File: src/rtl/rx_destuff_shift.sv
// -----------------------------------------------------------------------------
// rx_destuff_shift
//
// USB 1.1 receive stage that sits directly after the NRZI decoder. It takes one
// decoded bit per shift_enable strobe and drops the stuffed zero that follows
// every run of STUFF_LEN ones. The remaining data bits are packed LSB-first
// into BYTE_W-bit words. It also flags bit-stuff violations and packets that
// end part-way through a byte.
//
// Ports
//   clk          : system clock
//   n_rst        : asynchronous reset, active low
//   d_orig       : NRZI-decoded bit, valid while shift_enable=1
//   shift_enable : one-clk strobe per USB bit period (bit sample point)
//   eop          : end-of-packet (SE0), qualified by shift_enable
//   rcving       : packet in progress from the RX control FSM (0 = idle)
//   rx_byte      : last completed data byte, LSB = first bit received
//   byte_valid   : one-clk pulse, rx_byte has just been updated
//   stuff_err    : sticky bit-stuff violation flag, cleared when rcving=0
//   align_err    : one-clk pulse, EOP arrived with a partial byte pending
// -----------------------------------------------------------------------------
module rx_destuff_shift #(
  parameter int unsigned BYTE_W    = 8,
  parameter int unsigned STUFF_LEN = 6
) (
  input  logic              clk,
  input  logic              n_rst,
  input  logic              d_orig,
  input  logic              shift_enable,
  input  logic              eop,
  input  logic              rcving,
  output logic [BYTE_W-1:0] rx_byte,
  output logic              byte_valid,
  output logic              stuff_err,
  output logic              align_err
);

  localparam int unsigned CNT_W  = (BYTE_W > 1) ? $clog2(BYTE_W) : 1;
  localparam int unsigned ONES_W = $clog2(STUFF_LEN + 1);

  localparam logic [CNT_W-1:0]  LAST_BIT = CNT_W'(BYTE_W - 1);
  localparam logic [ONES_W-1:0] RUN_MAX  = ONES_W'(STUFF_LEN);

  typedef enum logic [1:0] {
    IDLE,
    DATA,
    STUFF,
    ERR
  } state_t;

  state_t              state_q, state_d;
  logic [CNT_W-1:0]    bit_cnt_q, bit_cnt_d;
  logic [ONES_W-1:0]   ones_cnt_q, ones_cnt_d;
  // Holds the first BYTE_W-1 bits of the byte being assembled. The final bit
  // is taken straight from d_orig when the word completes, so one storage bit
  // is never needed.
  logic [BYTE_W-2:0]   shift_q, shift_d;
  logic [BYTE_W-1:0]   rx_byte_q, rx_byte_d;
  logic                byte_valid_q, byte_valid_d;
  logic                stuff_err_q, stuff_err_d;
  logic                align_err_q, align_err_d;

  // Next-state / output logic
  always_comb begin
    state_d      = state_q;
    bit_cnt_d    = bit_cnt_q;
    ones_cnt_d   = ones_cnt_q;
    shift_d      = shift_q;
    rx_byte_d    = rx_byte_q;
    stuff_err_d  = stuff_err_q;
    byte_valid_d = 1'b0;
    align_err_d  = 1'b0;

    if (!rcving) begin
      // Leaving the packet wins over anything else happening this cycle.
      state_d     = IDLE;
      bit_cnt_d   = '0;
      ones_cnt_d  = '0;
      shift_d     = '0;
      stuff_err_d = 1'b0;
    end else begin
      unique case (state_q)
        IDLE: begin
          bit_cnt_d  = '0;
          ones_cnt_d = '0;
          shift_d    = '0;
          // An EOP strobe seen while idle keeps the FSM parked.
          if (!(shift_enable && eop)) begin
            state_d = DATA;
          end
        end

        DATA, STUFF, ERR: begin
          if (shift_enable) begin
            if (eop) begin
              if (state_q != ERR && bit_cnt_q != '0) begin
                align_err_d = 1'b1;
              end
              state_d    = IDLE;
              bit_cnt_d  = '0;
              ones_cnt_d = '0;
              shift_d    = '0;
            end else if (state_q == DATA) begin
              shift_d    = {d_orig, shift_q[BYTE_W-2:1]};
              ones_cnt_d = d_orig ? ones_cnt_q + ONES_W'(1) : '0;
              if (bit_cnt_q == LAST_BIT) begin
                rx_byte_d    = {d_orig, shift_q};
                bit_cnt_d    = '0;
                byte_valid_d = 1'b1;
              end else begin
                bit_cnt_d = bit_cnt_q + CNT_W'(1);
              end
              // The run counter spans byte boundaries, so a byte can complete
              // and arm the stuffed-bit drop on the same event.
              if (ones_cnt_d == RUN_MAX) begin
                state_d = STUFF;
              end
            end else if (state_q == STUFF) begin
              if (d_orig) begin
                stuff_err_d = 1'b1;
                state_d     = ERR;
              end else begin
                ones_cnt_d = '0;
                state_d    = DATA;
              end
            end
          end
        end

        default: begin
          state_d = IDLE;
        end
      endcase
    end
  end

  // State registers
  always_ff @(posedge clk or negedge n_rst) begin
    if (!n_rst) begin
      state_q      <= IDLE;
      bit_cnt_q    <= '0;
      ones_cnt_q   <= '0;
      shift_q      <= '0;
      rx_byte_q    <= '0;
      byte_valid_q <= 1'b0;
      stuff_err_q  <= 1'b0;
      align_err_q  <= 1'b0;
    end else begin
      state_q      <= state_d;
      bit_cnt_q    <= bit_cnt_d;
      ones_cnt_q   <= ones_cnt_d;
      shift_q      <= shift_d;
      rx_byte_q    <= rx_byte_d;
      byte_valid_q <= byte_valid_d;
      stuff_err_q  <= stuff_err_d;
      align_err_q  <= align_err_d;
    end
  end

  assign rx_byte    = rx_byte_q;
  assign byte_valid = byte_valid_q;
  assign stuff_err  = stuff_err_q;
  assign align_err  = align_err_q;

endmodule

File: config.mk
export PLATFORM = sky130hd
export DESIGN_NAME = rx_destuff_shift
export DESIGN_NICKNAME = d
export VERILOG_FILES = /design/src/rtl/rx_destuff_shift.sv
export SDC_FILE = /design/constraint.sdc
export NUM_CORES = 1
export LEC_CHECK = 0
export ABC_AREA = 1
export BUFFER_PORTS_ARGS = -buffer_cell sky130_fd_sc_hd__buf_2
export CAP_MARGIN = 10
export CORE_MARGIN = 2
export CORE_UTILIZATION = 40
export CTS_BUF_LIST = sky130_fd_sc_hd__clkbuf_2
export CTS_CLUSTER_DIAMETER = 40
export DETAILED_ROUTE_END_ITERATION = 10
export PLACE_DENSITY = 0.6
export RECOVER_POWER = 50
export SYNTH_ARGS = -nofsm -noshare
export SYNTH_HDL_FRONTEND = slang
export SYNTH_SLANG_ARGS = --single-unit
File: constraint.sdc
create_clock -name clk -period 4.9 [get_ports clk]
set_clock_uncertainty 0.05 [all_clocks]
set_input_delay 1.47 -clock clk [delete_from_list [all_inputs] [get_ports clk]]
set_output_delay 1.47 -clock clk [all_outputs]
set_load 0.01 [all_outputs]
==> flow_results.xml, run 1 <==
<?xml version="1.0" encoding="UTF-8"?>
<metrics>
  <group name="run_status">
    <metric name="result_of_the_run" unit="">completed</metric>
  </group>
  <group name="placed_design">
    <metric name="detailedPlace.worstSlack" unit="ns">2.32</metric>
    <metric name="dp_hpwl" unit="um">1670</metric>
    <metric name="portBuffers" unit="">16</metric>
    <metric name="gp_routability_congestion" unit="">0.796</metric>
  </group>
  <group name="global_routing">
    <metric name="grt_max_degree" unit="">27</metric>
    <metric name="gr-total-overflow" unit="">0</metric>
    <metric name="overall_track_demand_over_capacity_in_global_routing" unit="%">13.5</metric>
    <metric name="grt_first_pass_wirelength" unit="um">3710</metric>
    <metric name="number_of_antenna_violations_at_the_first_check_in_global_routing" unit="">0</metric>
    <metric name="first_global_vias" unit="">836</metric>
  </group>
  <group name="hold_path">
    <metric name="worstHoldPathType" unit="">reg -&gt; reg</metric>
  </group>
  <group name="finish">
    <metric name="share_of_post_route_cells_with_drive_strength_above_1" unit="%">18.2</metric>
    <metric name="finish.net_count" unit="">174</metric>
    <metric name="nFillCells" unit="">297</metric>
    <metric name="antenna_cells_inserted" unit="">0</metric>
    <metric name="area.growth.synth_to_final" unit="%">12.5</metric>
  </group>
  <group name="timing">
    <metric name="final.setup.tns" unit="ns">0</metric>
    <metric name="max_slew_margin" unit="%">10.8</metric>
    <metric name="setup_viol_count_final" unit="">0</metric>
    <metric name="timing.final.crit_share" unit="%">50.0</metric>
    <metric name="layout_setup_ws" unit="ns">2.45</metric>
    <metric name="fmax" unit="MHz">408</metric>
    <metric name="rsz_0062_raised_after_global_routing" unit="">no</metric>
    <metric name="period_minus_slack" unit="ns">2.45</metric>
    <metric name="timing_max_transition_violations_final" unit="">0</metric>
    <metric name="worst_slew_pin_slew" unit="ns">1.34</metric>
    <metric name="hold_viol" unit="">0</metric>
  </group>
  <group name="yosys">
    <metric name="async_flop_share" unit="%">100</metric>
    <metric name="synth.lib_cells_used.distinct" unit="">21</metric>
    <metric name="synthDominantCellAreaShare" unit="%">50.4</metric>
    <metric name="synth.area.top_cells" unit="">sky130_fd_sc_hd__dfrtp_1 (50%), sky130_fd_sc_hd__nand2_1 (11%), sky130_fd_sc_hd__ha_1 (7.8%), sky130_fd_sc_hd__inv_1 (5.5%), sky130_fd_sc_hd__o21ai_2 (4.7%)</metric>
    <metric name="synth.cell_area" unit="sq um">1290</metric>
    <metric name="seq_area_frac_synth" unit="%">50.4</metric>
    <metric name="number_of_synthesized_flops_with_an_enable_pin" unit="">0</metric>
    <metric name="synth.yosys.warnings" unit="">0</metric>
    <metric name="post_synth_inst_count" unit="">141</metric>
    <metric name="synth_most_common_cell" unit="">sky130_fd_sc_hd__nand2_1</metric>
    <metric name="post_synth.cell_area_avg" unit="sq um">9.16</metric>
    <metric name="synth_commonest_cells" unit="">sky130_fd_sc_hd__nand2_1 (37), sky130_fd_sc_hd__dfrtp_1 (26), sky130_fd_sc_hd__inv_1 (19)</metric>
    <metric name="number_of_register_bits_inferred_by_synthesis" unit="">26</metric>
    <metric name="synth_flop_cell" unit="">sky130_fd_sc_hd__dfrtp_1</metric>
    <metric name="synth_area_leader_cell" unit="">sky130_fd_sc_hd__dfrtp_1</metric>
    <metric name="mappedNetlistNets" unit="">155</metric>
  </group>
  <group name="drt">
    <metric name="route.detailed.vias_per_inst" unit="">4.64</metric>
    <metric name="detail_route.first_pass.iterations" unit="">4</metric>
    <metric name="via_count" unit="">941</metric>
    <metric name="violation_count_after_the_first_detailed_route_iteration" unit="">63</metric>
    <metric name="wl" unit="um">2160</metric>
    <metric name="post_drt_wl_per_cell" unit="um">10.7</metric>
    <metric name="postRouteAntennaNets" unit="">0</metric>
    <metric name="drcViolationCount" unit="">0</metric>
  </group>
  <group name="floorplan">
    <metric name="placement_rows" unit="">20</metric>
    <metric name="fp.dieArea" unit="sq um">3700</metric>
    <metric name="initial_utilization" unit="%">42.3</metric>
    <metric name="ios" unit="">17</metric>
    <metric name="die_y" unit="um">60.8</metric>
    <metric name="core-area" unit="sq um">3050</metric>
    <metric name="die_w" unit="um">60.8</metric>
  </group>
  <group name="clock_tree">
    <metric name="max-clock-path-buffers" unit="">2</metric>
    <metric name="cts_num_sinks" unit="">26</metric>
    <metric name="post-cts-setup-buffer-count" unit="">0</metric>
    <metric name="clk_pin_slew" unit="ns">0.25</metric>
    <metric name="clock_tree_from_tritoncts" unit="">yes</metric>
    <metric name="ctsHoldBuffers" unit="">0</metric>
    <metric name="post_cts_resize_count" unit="">0</metric>
    <metric name="tritoncts.num_buffers" unit="">3</metric>
    <metric name="ctsHtreeMaxLevel" unit="">1</metric>
    <metric name="worstSkewPairLatency" unit="ns">0.35</metric>
    <metric name="cts_root_buffer" unit="">sky130_fd_sc_hd__clkbuf_2</metric>
  </group>
  <group name="worst_setup_path">
    <metric name="crit_path_start_kind" unit="">flop</metric>
    <metric name="critical-path-max-stage-delay" unit="ns">0.44</metric>
    <metric name="timing.critical_path.slowest_stage_cell" unit="">sky130_fd_sc_hd__dfrtp_1</metric>
    <metric name="buffers_plus_inverters_on_the_worst_setup_path" unit="">1</metric>
    <metric name="worst-path-max-fanout" unit="">2</metric>
    <metric name="arrival" unit="ns">0.93</metric>
    <metric name="setup.worst_path.class" unit="">reg -&gt; out</metric>
    <metric name="timing.critical_path.max_delay_family" unit="">flip-flops</metric>
    <metric name="worstPathCellList" unit="">buf_2</metric>
    <metric name="nature_of_the_critical_path_endpoint" unit="">primary output</metric>
    <metric name="worst-endpoint-required" unit="ns">3.38</metric>
  </group>
  <group name="pwr">
    <metric name="ir_drop" unit="mV">0.175</metric>
    <metric name="static-leakage-power" unit="nW">0.771</metric>
    <metric name="power_density_over_cell_area" unit="nW/um^2">337</metric>
  </group>
  <group name="run">
    <metric name="timing.max_cap.violations" unit="">0</metric>
  </group>
</metrics>
==> report_power, final <==
part	internal, W	total [W]	switching [W]
logic	0.0000356	0.000118	0.0000828
registers	0.000225	0.000235	0.0000103
clock network	0.0000702	0.000136	0.0000656
==> cells by family (layout without fill, tap and decap cells) <==
kind of cell	after synthesis	after routing	synth area share (%)
adders and majority gates	8	8	7.75
buffers and inverters	22	40	6.98
and+or+nand+nor	62	62	23.1
AOI/OAI and AO/OA	23	23	11.8
DFF	26	26	50.4
==> layout make-up <==
| cell class | instances | area, sq um | area share [%] |
|---|---|---|---|
| Clock inverter | 1 | 30.0 | 2.07 |
| Timing Repair Buffer | 16 | 76.3 | 5.25 |
| Clock buffer | 3 | 15.0 | 1.03 |
| Tap cell | 44 | 55.1 | 3.79 |
| Sequential cell | 26 | 651 | 44.8 |
| Multi-Input combinational cell | 93 | 551 | 37.9 |
| Inverter | 20 | 75.1 | 5.17 |
==> path summary, 6_finish.rpt <==
check / from / slack (ns) / to / depth (start not counted)
max: rx_byte[1] / 2.45 / rx_byte[1] / 1
min: rx_byte[4] / 0.47 / rx_byte[4] / 2
max reg2reg: state_q[1] / 3.13 / rx_byte[7] / 9
min reg2reg: rx_byte[4] / 0.47 / rx_byte[4] / 2
max in group asynchronous: n_rst / 2.73 / state_q[0] / 1
min in group asynchronous: n_rst / 1.30 / rx_byte[7] / 1
==> flip-flops by register name, indices dropped and copies added, names as in the netlist <==
signal	flops
stuff_err	1
shift_q	7
bit_cnt_q	3
ones_cnt_q	3
byte_valid	1
align_err	1
state_q	2
rx_byte	8
==> routing by layer <==
layer	wire (um)	up-vias	track usage (%)
met2	982	17	21.8
met1	1080	427	18.2
li1	-	495	-
met3	79	2	2.77
met4	21	0	4.66
met5	0	-	0
==> through the flow <==
step / power (W) / hold WS (ns) / area (sq um) / utilization [%] / instances
after global placement: 0.000354 / 0.412 / 1410 / 46.2 / 199
final: 0.000489 / 0.465 / 1450 / 47.6 / 203
after floorplan: 0.000328 / 0.392 / 1290 / - / 141
after detailed placement: 0.000359 / 0.416 / 1410 / 46.2 / 199
after CTS: 0.000495 / 0.469 / 1460 / 47.7 / 203
after global routing: 0.000523 / 0.492 / 1450 / 47.6 / 203
==> cells in the final DEF (no fill, tap or decap), types with 2 or more instances in the layout <==
cell type / Yosys / routed
sky130_fd_sc_hd__o21ai_2: 7 / 7
sky130_fd_sc_hd__nor2_1: 8 / 8
sky130_fd_sc_hd__inv_1: 19 / 19
sky130_fd_sc_hd__nand2_1: 37 / 37
sky130_fd_sc_hd__o21ai_0: 8 / 8
sky130_fd_sc_hd__nand3_1: 10 / 10
sky130_fd_sc_hd__dfrtp_1: 26 / 26
sky130_fd_sc_hd__ha_1: 8 / 8
sky130_fd_sc_hd__o22ai_1: 5 / 5
sky130_fd_sc_hd__clkbuf_2: 0 / 3
sky130_fd_sc_hd__nand4_1: 2 / 2
sky130_fd_sc_hd__clkbuf_1: 1 / 3
sky130_fd_sc_hd__buf_2: 0 / 13
==> worst register-to-register path: cells and delay by family (launching register included) <==
family	cells	cell delay, ns
AND/OR/NAND/NOR	6	0.73
flip-flops	1	0.49
adder cells (fa/ha/maj)	1	0.24
buffers and inverters	2	0.23
No activity file was read; power rests on OpenSTA's default activity.
==> inputs of run 2 (changes only) <==
--- a/config.mk
+++ b/config.mk
@@ -13,7 +13,7 @@
 export CTS_BUF_LIST = sky130_fd_sc_hd__clkbuf_2
 export CTS_CLUSTER_DIAMETER = 40
 export DETAILED_ROUTE_END_ITERATION = 10
-export PLACE_DENSITY = 0.6
+export PLACE_DENSITY = 0.62
 export RECOVER_POWER = 50
 export SYNTH_ARGS = -nofsm -noshare
 export SYNTH_HDL_FRONTEND = slang
==> constraint.sdc (replaced) <==
create_clock -name clk -period 2.2 [get_ports clk]
set_clock_uncertainty 0.05 [all_clocks]
set_input_delay 0.66 -clock clk [delete_from_list [all_inputs] [get_ports clk]]
set_output_delay 0.66 -clock clk [all_outputs]
set_load 0.01 [all_outputs]
==> run 2 against run 1 <==
Critical path depth is 8 higher; final cell count did not move; sequential share of layout area grew 0.86 points; worst setup slack lost 2.0 ns; register-to-register slack worse by 2.7 ns; utilization fell by 0.90 points; global-route usage up 0.83 points; clock power rose by 31%; routed wire length grew 0.92%; non-clock buffer count unchanged; die area did not move; critical endpoint is now rx_byte[7]; largest power group unchanged.
==> flow_results.xml, run 2 (same netlist as run 1, synthesis figures left out) <==
<?xml version="1.0" encoding="UTF-8"?>
<metrics>
  <group name="run_status">
    <metric name="result_of_the_run" unit="">completed</metric>
  </group>
  <group name="clock_tree">
    <metric name="clock_tree_from_tritoncts" unit="">yes</metric>
    <metric name="post_cts_resize_count" unit="">0</metric>
    <metric name="cts_num_sinks" unit="">26</metric>
    <metric name="ctsHtreeMaxLevel" unit="">1</metric>
    <metric name="tritoncts.num_buffers" unit="">3</metric>
    <metric name="worstSkewPairLatency" unit="ns">0.34</metric>
    <metric name="clk_pin_slew" unit="ns">0.23</metric>
    <metric name="cts_root_buffer" unit="">sky130_fd_sc_hd__clkbuf_2</metric>
    <metric name="max-clock-path-buffers" unit="">2</metric>
    <metric name="post-cts-setup-buffer-count" unit="">0</metric>
    <metric name="ctsHoldBuffers" unit="">0</metric>
  </group>
  <group name="pwr">
    <metric name="clkPwrFrac" unit="%">18.5</metric>
    <metric name="power_report.internal_total" unit="W">0.000619</metric>
    <metric name="power.switching_fraction" unit="%">35.8</metric>
    <metric name="fin_total_pwr" unit="W">0.000965</metric>
    <metric name="power_density_over_cell_area" unit="nW/um^2">677</metric>
    <metric name="sequentialPowerShare" unit="%">54.3</metric>
    <metric name="ir_drop" unit="mV">0.321</metric>
    <metric name="netSwitchingPower" unit="W">0.000346</metric>
    <metric name="combPwrFrac" unit="%">27.3</metric>
    <metric name="static-leakage-power" unit="nW">0.750</metric>
  </group>
  <group name="finish">
    <metric name="nFillCells" unit="">309</metric>
    <metric name="share_of_post_route_cells_with_drive_strength_above_1" unit="%">17.0</metric>
    <metric name="most_common_library_cell_in_the_layout_ignoring_fill_and_taps" unit="">sky130_fd_sc_hd__nand2_1</metric>
    <metric name="post-route-util" unit="%">46.7</metric>
    <metric name="max_ffs_per_register" unit="">8</metric>
    <metric name="multi_input_comb_area" unit="sq um">551</metric>
    <metric name="area.growth.synth_to_final" unit="%">10.4</metric>
    <metric name="finish.net_count" unit="">174</metric>
    <metric name="sequential_cell_area" unit="sq um">651</metric>
    <metric name="antenna_cells_inserted" unit="">0</metric>
    <metric name="layout_common_cells" unit="">sky130_fd_sc_hd__nand2_1 (37), sky130_fd_sc_hd__dfrtp_1 (26), sky130_fd_sc_hd__inv_1 (19)</metric>
  </group>
  <group name="global_routing">
    <metric name="number_of_antenna_violations_at_the_first_check_in_global_routing" unit="">0</metric>
    <metric name="global_route.usage.met1" unit="%">17.9</metric>
    <metric name="met3_use_gr" unit="%">2.99</metric>
    <metric name="first_global_vias" unit="">908</metric>
    <metric name="groute.layer.met2.usage" unit="%">23.8</metric>
    <metric name="grt_max_degree" unit="">27</metric>
    <metric name="top_usage_layer" unit="">met2</metric>
    <metric name="overall_track_demand_over_capacity_in_global_routing" unit="%">14.4</metric>
    <metric name="gr-total-overflow" unit="">0</metric>
    <metric name="grt_first_pass_wirelength" unit="um">3930</metric>
  </group>
  <group name="floorplan">
    <metric name="fp.dieArea" unit="sq um">3700</metric>
    <metric name="initial_utilization" unit="%">42.3</metric>
    <metric name="core-area" unit="sq um">3050</metric>
    <metric name="die_y" unit="um">60.8</metric>
    <metric name="die_w" unit="um">60.8</metric>
    <metric name="ios" unit="">17</metric>
    <metric name="placement_rows" unit="">20</metric>
  </group>
  <group name="timing">
    <metric name="hold_viol" unit="">0</metric>
    <metric name="fmax" unit="MHz">572</metric>
    <metric name="setup_viol_count_final" unit="">0</metric>
    <metric name="worst_slew_pin_slew" unit="ns">1.37</metric>
    <metric name="timing_max_transition_violations_final" unit="">0</metric>
    <metric name="layout_setup_ws" unit="ns">0.450</metric>
    <metric name="max_slew_margin" unit="%">8.99</metric>
    <metric name="period_minus_slack" unit="ns">1.75</metric>
    <metric name="timing.final.crit_share" unit="%">79.5</metric>
    <metric name="final.setup.tns" unit="ns">0</metric>
    <metric name="rsz_0062_raised_after_global_routing" unit="">no</metric>
    <metric name="worst_hold_slack" unit="ns">0.462</metric>
  </group>
  <group name="drt">
    <metric name="wl" unit="um">2180</metric>
    <metric name="post_drt_wl_per_cell" unit="um">10.8</metric>
    <metric name="postRouteAntennaNets" unit="">0</metric>
    <metric name="drcViolationCount" unit="">0</metric>
    <metric name="via_count" unit="">937</metric>
    <metric name="violation_count_after_the_first_detailed_route_iteration" unit="">48</metric>
    <metric name="detail_route.first_pass.iterations" unit="">4</metric>
    <metric name="route.detailed.vias_per_inst" unit="">4.62</metric>
  </group>
  <group name="worst_setup_path">
    <metric name="setup.worst_path.class" unit="">reg -&gt; reg</metric>
    <metric name="worst-path-max-fanout" unit="">15</metric>
    <metric name="worst-endpoint-required" unit="ns">2.46</metric>
    <metric name="regToRegSetupSlack" unit="ns">0.45</metric>
    <metric name="nature_of_the_critical_path_endpoint" unit="">flop</metric>
    <metric name="crit_path_start_kind" unit="">flop</metric>
    <metric name="arrival" unit="ns">2.01</metric>
    <metric name="worst_r2r_path_depth" unit="">9</metric>
  </group>
  <group name="placed_design">
    <metric name="detailedPlace.worstSlack" unit="ns">0.444</metric>
    <metric name="gp_routability_congestion" unit="">0.784</metric>
    <metric name="portBuffers" unit="">16</metric>
    <metric name="dp_hpwl" unit="um">1650</metric>
  </group>
  <group name="hold_path">
    <metric name="worstHoldPathType" unit="">reg -&gt; reg</metric>
    <metric name="hold_depth" unit="">2</metric>
  </group>
  <group name="run">
    <metric name="timing.max_cap.violations" unit="">0</metric>
  </group>
</metrics>
-- run 2: path summary, 6_finish.rpt --
path | end | from
setup / recovery | rx_byte[7] | state_q[1]
hold / removal | rx_byte[0] | shift_q[0]
setup reg to reg | rx_byte[7] | state_q[1]
hold reg to reg | rx_byte[0] | shift_q[0]
max in group asynchronous | shift_q[1] | n_rst
min in group asynchronous | byte_valid | n_rst
-- run 2: layout make-up --
class                           instances  share of cell area, %
Sequential cell                        26                   45.7
Clock buffer                            3                   1.05
Inverter                               20                   5.27
Timing Repair Buffer                   16                   5.27
Tap cell                               44                   3.86
Clock inverter                          1                  0.263
Multi-Input combinational cell         93                   38.6
-- run 2: worst max-delay path, stage by stage (launching register included) --
cell and delay [ns]:
sky130_fd_sc_hd__dfrtp_1 0.49, sky130_fd_sc_hd__inv_1 0.09, sky130_fd_sc_hd__ha_1 0.24, sky130_fd_sc_hd__nor2_4 0.15, sky130_fd_sc_hd__nand2_4 0.10, sky130_fd_sc_hd__nor2_8 0.14, sky130_fd_sc_hd__nand3_4 0.19, sky130_fd_sc_hd__inv_1 0.14
sky130_fd_sc_hd__nand2_1 0.06, sky130_fd_sc_hd__nand2_1 0.05
-- run 2: metrics by stage --
| step | std cells | area, sq um |
|---|---|---|
| 4_1_cts | 203 | 1430 |
| 6_report | 203 | 1430 |
| 3_5_place_dp | 199 | 1410 |
| 2_1_floorplan | 141 | 1290 |
| 5_1_grt | 203 | 1430 |
| 3_3_place_gp | 199 | 1410 |
-- run 2: power groups by stage --
stage                     Sequential [W]  Combinational [W]  Clock (W)
final                           0.000524           0.000263   0.000178
after global routing            0.000527           0.000309   0.000206
after CTS                       0.000524           0.000267   0.000188
after detailed placement        0.000532           0.000265          0
after global placement          0.000530           0.000256          0
after floorplan                 0.000526           0.000204          0
-- run 2: metal layers --
| metal | share of wire [%] | vias up | routed length, um |
|---|---|---|---|
| li1 | - | 492 | - |
| met5 | 0 | - | 0 |
| met4 | 1.8 | 0 | 39 |
| met2 | 45 | 18 | 991 |
| met3 | 3.3 | 4 | 72 |
| met1 | 49 | 423 | 1080 |
